File: src/rtl/parity_frame_rx.sv
// Serial frame receiver with parity and framing checks.
// Frame on rx, LSB first: start(0), DATA_W data bits, parity bit, stop(1).
// rx is only looked at on clk edges where bit_en is high; otherwise all state holds.
//
// state    | meaning
// ---------+--------------------------------------------------------------
// IDLE     | line idle, waiting for a low sample (start bit)
// DATA     | collecting data bits into shift_q, indexed by cnt_q
// PARITY   | capturing the received parity bit
// STOP     | sampling stop bit, publishing data and error flags
// WAIT_HI  | stop bit was low; wait for the line to return high
module parity_frame_rx #(
  parameter int DATA_W     = 8,
  parameter int PARITY_ODD = 0
) (
  input  logic              clk,
  input  logic              rst_n,
  input  logic              bit_en,
  input  logic              rx,
  output logic [DATA_W-1:0] data_out,
  output logic              data_valid,
  output logic              parity_err,
  output logic              frame_err,
  output logic              busy
);

  localparam int                CNT_W    = $clog2(DATA_W) + 1;
  localparam logic [CNT_W-1:0]  CNT_LAST = CNT_W'(DATA_W - 1);
  localparam logic              PAR_ODD  = (PARITY_ODD != 0);

  typedef enum logic [2:0] {
    S_IDLE    = 3'd0,
    S_DATA    = 3'd1,
    S_PARITY  = 3'd2,
    S_STOP    = 3'd3,
    S_WAIT_HI = 3'd4
  } state_t;

  state_t              state_q, state_d;
  logic [CNT_W-1:0]    cnt_q, cnt_d;
  logic [DATA_W-1:0]   shift_q, shift_d;
  logic                par_q, par_d;
  logic [DATA_W-1:0]   data_out_q, data_out_d;
  logic                data_valid_q, data_valid_d;
  logic                parity_err_q, parity_err_d;
  logic                frame_err_q, frame_err_d;

  // State and datapath registers; reset discards any partial frame.
  always_ff @(posedge clk or negedge rst_n) begin
    if (!rst_n) begin
      state_q      <= S_IDLE;
      cnt_q        <= '0;
      shift_q      <= '0;
      par_q        <= 1'b0;
      data_out_q   <= '0;
      data_valid_q <= 1'b0;
      parity_err_q <= 1'b0;
      frame_err_q  <= 1'b0;
    end else begin
      state_q      <= state_d;
      cnt_q        <= cnt_d;
      shift_q      <= shift_d;
      par_q        <= par_d;
      data_out_q   <= data_out_d;
      data_valid_q <= data_valid_d;
      parity_err_q <= parity_err_d;
      frame_err_q  <= frame_err_d;
    end
  end

  // Next-state and datapath update, gated by the bit strobe.
  always_comb begin
    state_d      = state_q;
    cnt_d        = cnt_q;
    shift_d      = shift_q;
    par_d        = par_q;
    data_out_d   = data_out_q;
    // data_valid drops on the next clk regardless of bit_en so the pulse is one cycle.
    data_valid_d = 1'b0;
    parity_err_d = parity_err_q;
    frame_err_d  = frame_err_q;

    if (bit_en) begin
      unique case (state_q)
        S_IDLE: begin
          if (!rx) begin
            state_d = S_DATA;
            cnt_d   = '0;
          end
        end
        S_DATA: begin
          // Loop-based write keeps the index within the shift register range.
          for (int i = 0; i < DATA_W; i++) begin
            if (cnt_q == CNT_W'(i)) shift_d[i] = rx;
          end
          if (cnt_q == CNT_LAST) begin
            state_d = S_PARITY;
          end else begin
            cnt_d = cnt_q + CNT_W'(1);
          end
        end
        S_PARITY: begin
          par_d   = rx;
          state_d = S_STOP;
        end
        S_STOP: begin
          data_out_d   = shift_q;
          data_valid_d = 1'b1;
          parity_err_d = ((^{shift_q, par_q}) != PAR_ODD);
          frame_err_d  = !rx;
          state_d      = rx ? S_IDLE : S_WAIT_HI;
        end
        S_WAIT_HI: begin
          // A line stuck low after a bad stop bit is not a new start bit.
          if (rx) state_d = S_IDLE;
        end
        default: state_d = S_IDLE;
      endcase
    end
  end

  assign data_out   = data_out_q;
  assign data_valid = data_valid_q;
  assign parity_err = parity_err_q;
  assign frame_err  = frame_err_q;
  assign busy       = (state_q != S_IDLE);

endmodule

File: config.mk
export PLATFORM = sky130hd
export DESIGN_NAME = parity_frame_rx
export DESIGN_NICKNAME = d
export VERILOG_FILES = /design/src/rtl/parity_frame_rx.sv
export SDC_FILE = /design/constraint.sdc
export NUM_CORES = 1
export LEC_CHECK = 0
export BUFFER_PORTS_ARGS = -buffer_cell sky130_fd_sc_hd__buf_2
export CAP_MARGIN = 15
export CORE_MARGIN = 2
export CORE_UTILIZATION = 45
export CTS_CLUSTER_SIZE = 25
export DETAILED_ROUTE_END_ITERATION = 7
export GPL_TIMING_DRIVEN = 0
export REMOVE_ABC_BUFFERS = 1
export SLEW_MARGIN = 20
export SYNTH_ARGS = -nofsm -noshare
export SYNTH_HDL_FRONTEND = slang
export SYNTH_SLANG_ARGS = --single-unit
File: constraint.sdc
create_clock -name clk -period 1.65 [get_ports clk]
set_input_delay 0.165 -clock clk [delete_from_list [all_inputs] [get_ports clk]]
set_output_delay 0.165 -clock clk [all_outputs]
set_load 0.02 [all_outputs]
After elaboration in Yosys (flattened, before gate mapping)
Index checks and enable logic that the tools add are counted.
{ "op_classes": {"n_eq_ne": 15, "muxes": 10, "n_reduce_logical": 18, "n_addsub": 1} }
{ "op_table": {"columns": ["op", "count"], "rows": [
  ["$reduce_and A3 Y1", 8],
  ["$eq A4 B3 Y1 const B", 4],
  ["$pmux W3 S5", 1],
  ["$mux W3", 4],
  ["$reduce_xor A9 Y1", 1],
  ["$eq A4 B2 Y1 const B", 2],
  ["$mux W4", 2],
  ["$ne A2 B2 Y1 const B", 4],
  ["$pmux W4 S2", 1],
  ["$reduce_and A4 Y1", 2],
  ["$eq A3 B2 Y1 const B", 2],
  ["$add A4 B1 Y4 const B", 1],
  ["$eq A4 B1 Y1 const B", 1],
  ["$logic_not A4 Y1", 1],
  ["$reduce_and A2 Y1", 2],
  ["$eq A3 B1 Y1 const B", 1],
  ["$eq A3 B3 Y1 const B", 1],
  ["$logic_not A3 Y1", 1],
  ["$reduce_bool A3 Y1", 1],
  ["$mux W1", 2],
  ["$reduce_bool A2 Y1", 1],
  ["$logic_not A1 Y1", 1]
]} }
{ "word_totals": {"word_cells": 59, "reg_bits": 27, "output_inout_bits": 12} }

Longest topological paths before layout
{ "logic_depth": {"ltp_word": 3, "depth_mapped": 6, "mapped_depth_nobuf": 5} }

Least setup slack after synthesis
OpenSTA, ideal clock, no wires.
{ "synth_timing": {"path_kind": "flip-flop to flip-flop", "from": "reg cnt_q[0]", "to": "reg shift_q[7]", "slack_ns": 0.164, "setup_time_ns": 0.125, "t_required_ns": 1.525, "arrival_time_ns": 1.361, "period_less_slack_ns": 1.486, "path_stages_with_launch": 6, "path_cell_list": "dfrtp_1 > ha_1 > and3b_1 > clkbuf_1 > nand3_1 > mux2_2"} }
{ "synth_between": {"elab_chain_len": 2} }
{ "synth_rtl": {"columns": ["item", "line", "rtl"], "rows": [
  ["start, declared", "40", "logic [CNT_W-1:0] cnt_q, cnt_d;"],
  ["start signal, assigned", "61", "cnt_q <= cnt_d;"],
  ["$eq A4 B3 Y1", "94", "if (cnt_q == CNT_W'(i)) shift_d[i] = rx;"],
  ["$reduce_and A3 Y1 (no source line)", null, null],
  ["end signal, assigned", "62", "shift_q <= shift_d;"],
  ["end, declared", "41", "logic [DATA_W-1:0] shift_q, shift_d;"]
]} }
No other way between the ends.
A chain may end at the register's enable or synchronous reset.

Worst setup path after layout
{ "layout_timing": {"from": "reg state_q[2]", "to": "reg shift_q[2]"} }
{ "layout_between": {"elab_chain_len": 2} }
{ "layout_rtl": {"columns": ["item", "line", "rtl"], "rows": [
  ["start, declared", "39", "state_t state_q, state_d;"],
  ["start signal, assigned", "60", "state_q <= state_d;"],
  ["$eq A3 B1 Y1", "84", "unique case (state_q)"],
  ["$reduce_and A3 Y1 (no source line)", null, null]
]} }
No other way between the ends.

==> summary.md <==
| Metric | Value |
|---|---|
| Worst Setup End Kind | `flop` |
| Routability Congestion | `approximately 0.77` |
| Count leader, synth | `nand2_1` |
| CP required | `1.87 ns` |
| Max-Cap Viols | `0` |
| First-pass GRT wire length | `between 4 and 5 mm` |
| Gate Count Post-Synth | `132` |
| Die ar. | `3500 um2` |
| Via density | `5.35` |
| Via Count | `990` |
| GR Util met2 | `0.246` |
| Share of cells above drive strength 1 | `0.296` |
| Simple-gate share of the synthesized area | `0.200` |
| VDD IR max | `between 0.0007 and 0.0008 V` |
| Synth Area in Compound Gates | `0.0960` |
| Worst-case hold path end point | `state_q[1]$_DFFE_PN0P_` |
| Clock Skews | `0.00190 ns` |
| # IOs | `16` |
| Max H-tree Level | `1` |
| DRC errors left | `0` |
| Largest net degree at the start of global routing | `28` |
| Reg2Reg Depth | `4` |
| GRT Util Overall | `0.152` |
| Fin. Hold Viols | `0` |
| Number of synthesized flops with an enable pin | `0` |
| Crit share post-route | `0.937` |
| Top FF cell, synth | `dfrtp_1` |
| Final setup violating endpoints | `0` |
| Area grow syn2layout | `13.5%` |
| CP Class | `reg2reg` |
| Post-synthesis cell type count | `36` |
| DP Wirelength | `1.72 mm` |
| Synth top area share | `0.494` |
| Hold Path Depth | `2` |
| Adder-cell area share of the yosys netlist | `0.0366` |
| Xor and xnor area share after synthesis | `0.0548` |
| Worst min-delay path class | `in2reg` |
| Seq cells post-synth | `27` |
| Die Width | `just under 60 um` |
| Vias in the first global route | `860` |
| CTS tree | `done` |
| Rel. slew slack | `0.614` |
| Antenna cells | `0` |
| DRT Pass-1 Iters | `4` |
| Synth cell count leaders | `nand2_1, dfrtp_1, nand3_1` |
| Final slew viol count | `0` |
| Final cell utilization of the core | `0.522` |
| Worst-case clock buffer depth | `2` |
| FF-to-FF Start | `state_q[2]$_DFFE_PN0P_` |
| Nets | `between 150 and 200` |
| R2r setup slk | `0.10 ns` |
| WP data arrival | `1.77 ns` |
| Busiest metal layer after global routing | `met2` |
| Final Critical Period | `1.55 ns` |
| Reg-to-reg critical path endpoint | `shift_q[2]$_DFFE_PN0P_` |
| Worst min-delay path startpoint | `bit_en` |
| Final WL | `2.48 mm` |
| Pwr/cell area | `~1800 nW/um2` |
| Starting Density | `0.460` |
| Setup WS pre-CTS | `-0.0763 ns` |
| Mux share of post-synthesis cell area | `0.0850` |
| Worst Path Max Fanout | `5` |
| PortBufs | `15` |
| Largest cells by area after synthesis | `dfrtp_1, nand2_1, mux2_4` |
| Max Clock Freq | `around 0.65 GHz` |
| Routing usage on met1 | `0.204` |
| Gr ovfl total | `0` |
| Seq/Total Area, Yosys | `0.494` |
| Status | `finished clean` |
| Grt met3 use | `0.0262` |
| Hold slack | `0.145 ns` |
| Setup crit start kind | `flop` |
| Root buf cell | `clkbuf_4` |
| Initial antenna violation count | `0` |
| Clock Latency Late Sink | `0.31 ns` |
| Mean Syn Cell Area | `10.4 um2` |
| Setup slack after layout | `between 0.1 and 0.15 ns` |
| Setup TNS | `0 ns` |
| Core area | `2980 um2` |
| Leak | `0.000794 uW` |
| Area leader, netlist | `dfrtp_1` |
| Async S/R FF share, synth | `1.00` |
| Initial DRC count | `30` |
| Synth warn | `0` |
| CTS clk-pin slew, worst paths | `between 0.1 and 0.15 ns` |
| Antenna viol nets, final | `0` |
| Slew @ Worst Pin | `0.579 ns` |
| Die H | `59.2 um` |
| DR WL/cell | `13.4 um` |
| Post-Syn Area | `1370 um2` |
| RSZ-0062 raised after global routing | `true` |
| Clk sink count | `27` |
| Total CTS buffers | `3` |
| Rows | `20` |
| Main combinational cell family by area after synthesis | `simple AND/OR/NAND/NOR gates` |
per-layer routing:
metal | up-vias | share of wire
met5 | - | 0
met4 | 0 | 0.0069
met3 | 2 | 0.028
met2 | 15 | 0.49
met1 | 477 | 0.48
li1 | 496 | -
critical path, cell delays in order, from the launching register on:
cell	delay [ns]
dfrtp_2	0.48
nor4b_4	0.29
nor3b_4	0.27
nand2_1	0.12
mux2_4	0.30
repair_timing:
action | 4_1_cts | 5_1_grt
resized for setup | 0 | 7
buffers inserted | 3 | 2
endpoints found under the setup margin | 8 | 6
hold buffers | 1 | 0
pin swaps | 1 | 0
hold endpoints to repair | 27 | 0
layout by cell type, fill, tap and decap left out, types with 2 or more instances in the layout:
master     n
dfrtp_1   22
o21ai_0    5
xnor2_1    4
a22oi_1    2
buf_4      5
xor2_1     2
nand2b_1   2
buf_2     15
nand3_1    6
ha_1       4
clkbuf_4   3
inv_1      5
mux2_2     5
dfrtp_2    5
nand2_1   35
a21oi_1    3
a22o_1     2
o22ai_1    2
mux2_4     4
state kept, by name (all words and copies together) (netlist names):
| signal | cells |
|---|---|
| par_q | 1 |
| parity_err | 1 |
| state_q | 3 |
| data_out | 8 |
| frame_err | 1 |
| shift_q | 8 |
| cnt_q | 4 |
| data_valid | 1 |
how the worst max path moves through the flow:
stage / startpoint / endpoint / slack, ns
after detailed placement: state_q[0]$_DFFE_PN0P_ / data_out[2]$_DFFE_PN0P_ / -0.08
final: state_q[2]$_DFFE_PN0P_ / shift_q[2]$_DFFE_PN0P_ / 0.10
after global placement: state_q[0]$_DFFE_PN0P_ / data_out[0]$_DFFE_PN0P_ / -0.05
after CTS: state_q[0]$_DFFE_PN0P_ / busy / 0.01
after floorplan: state_q[2]$_DFFE_PN0P_ / shift_q[0]$_DFFE_PN0P_ / 0.19
after global routing: state_q[2]$_DFFE_PN0P_ / shift_q[2]$_DFFE_PN0P_ / 0.01
stage by stage:
stage	instances	power [uW]	cell area, um2
floorplan	127	2090	1350
global placement	175	2370	1460
detailed placement	175	2410	1460
CTS	183	2710	1520
global route	185	2960	1550
finish	185	2740	1550
report_power, final:
part / internal (uW) / switching, uW / total, uW
Sequential: 919 / 292 / 1210
Clock: 94.4 / 187 / 282
Combinational: 639 / 609 / 1250
Total: 1650 / 1090 / 2740
kinds of logic after synthesis:
| logic type | after synthesis |
|---|---|
| AND/OR/NAND/NOR | 54 |
| XOR/XNOR | 7 |
| AO/OA/AOI/OAI | 20 |
| multiplexers | 9 |
| flip-flops | 27 |
| adder cells (fa/ha/maj) | 4 |
| buffers and inverters | 11 |
area by class of cell:
class / instances / area, um2
Clock buffer: 4 / 26.3
Fill cell: 285 / 1420
Inverter: 6 / 22.5
Multi-Input combinational cell: 94 / 659
Sequential cell: 27 / 682
Tap cell: 33 / 41.3
Timing Repair Buffer: 21 / 123
Power figures use the tool's default switching activity.
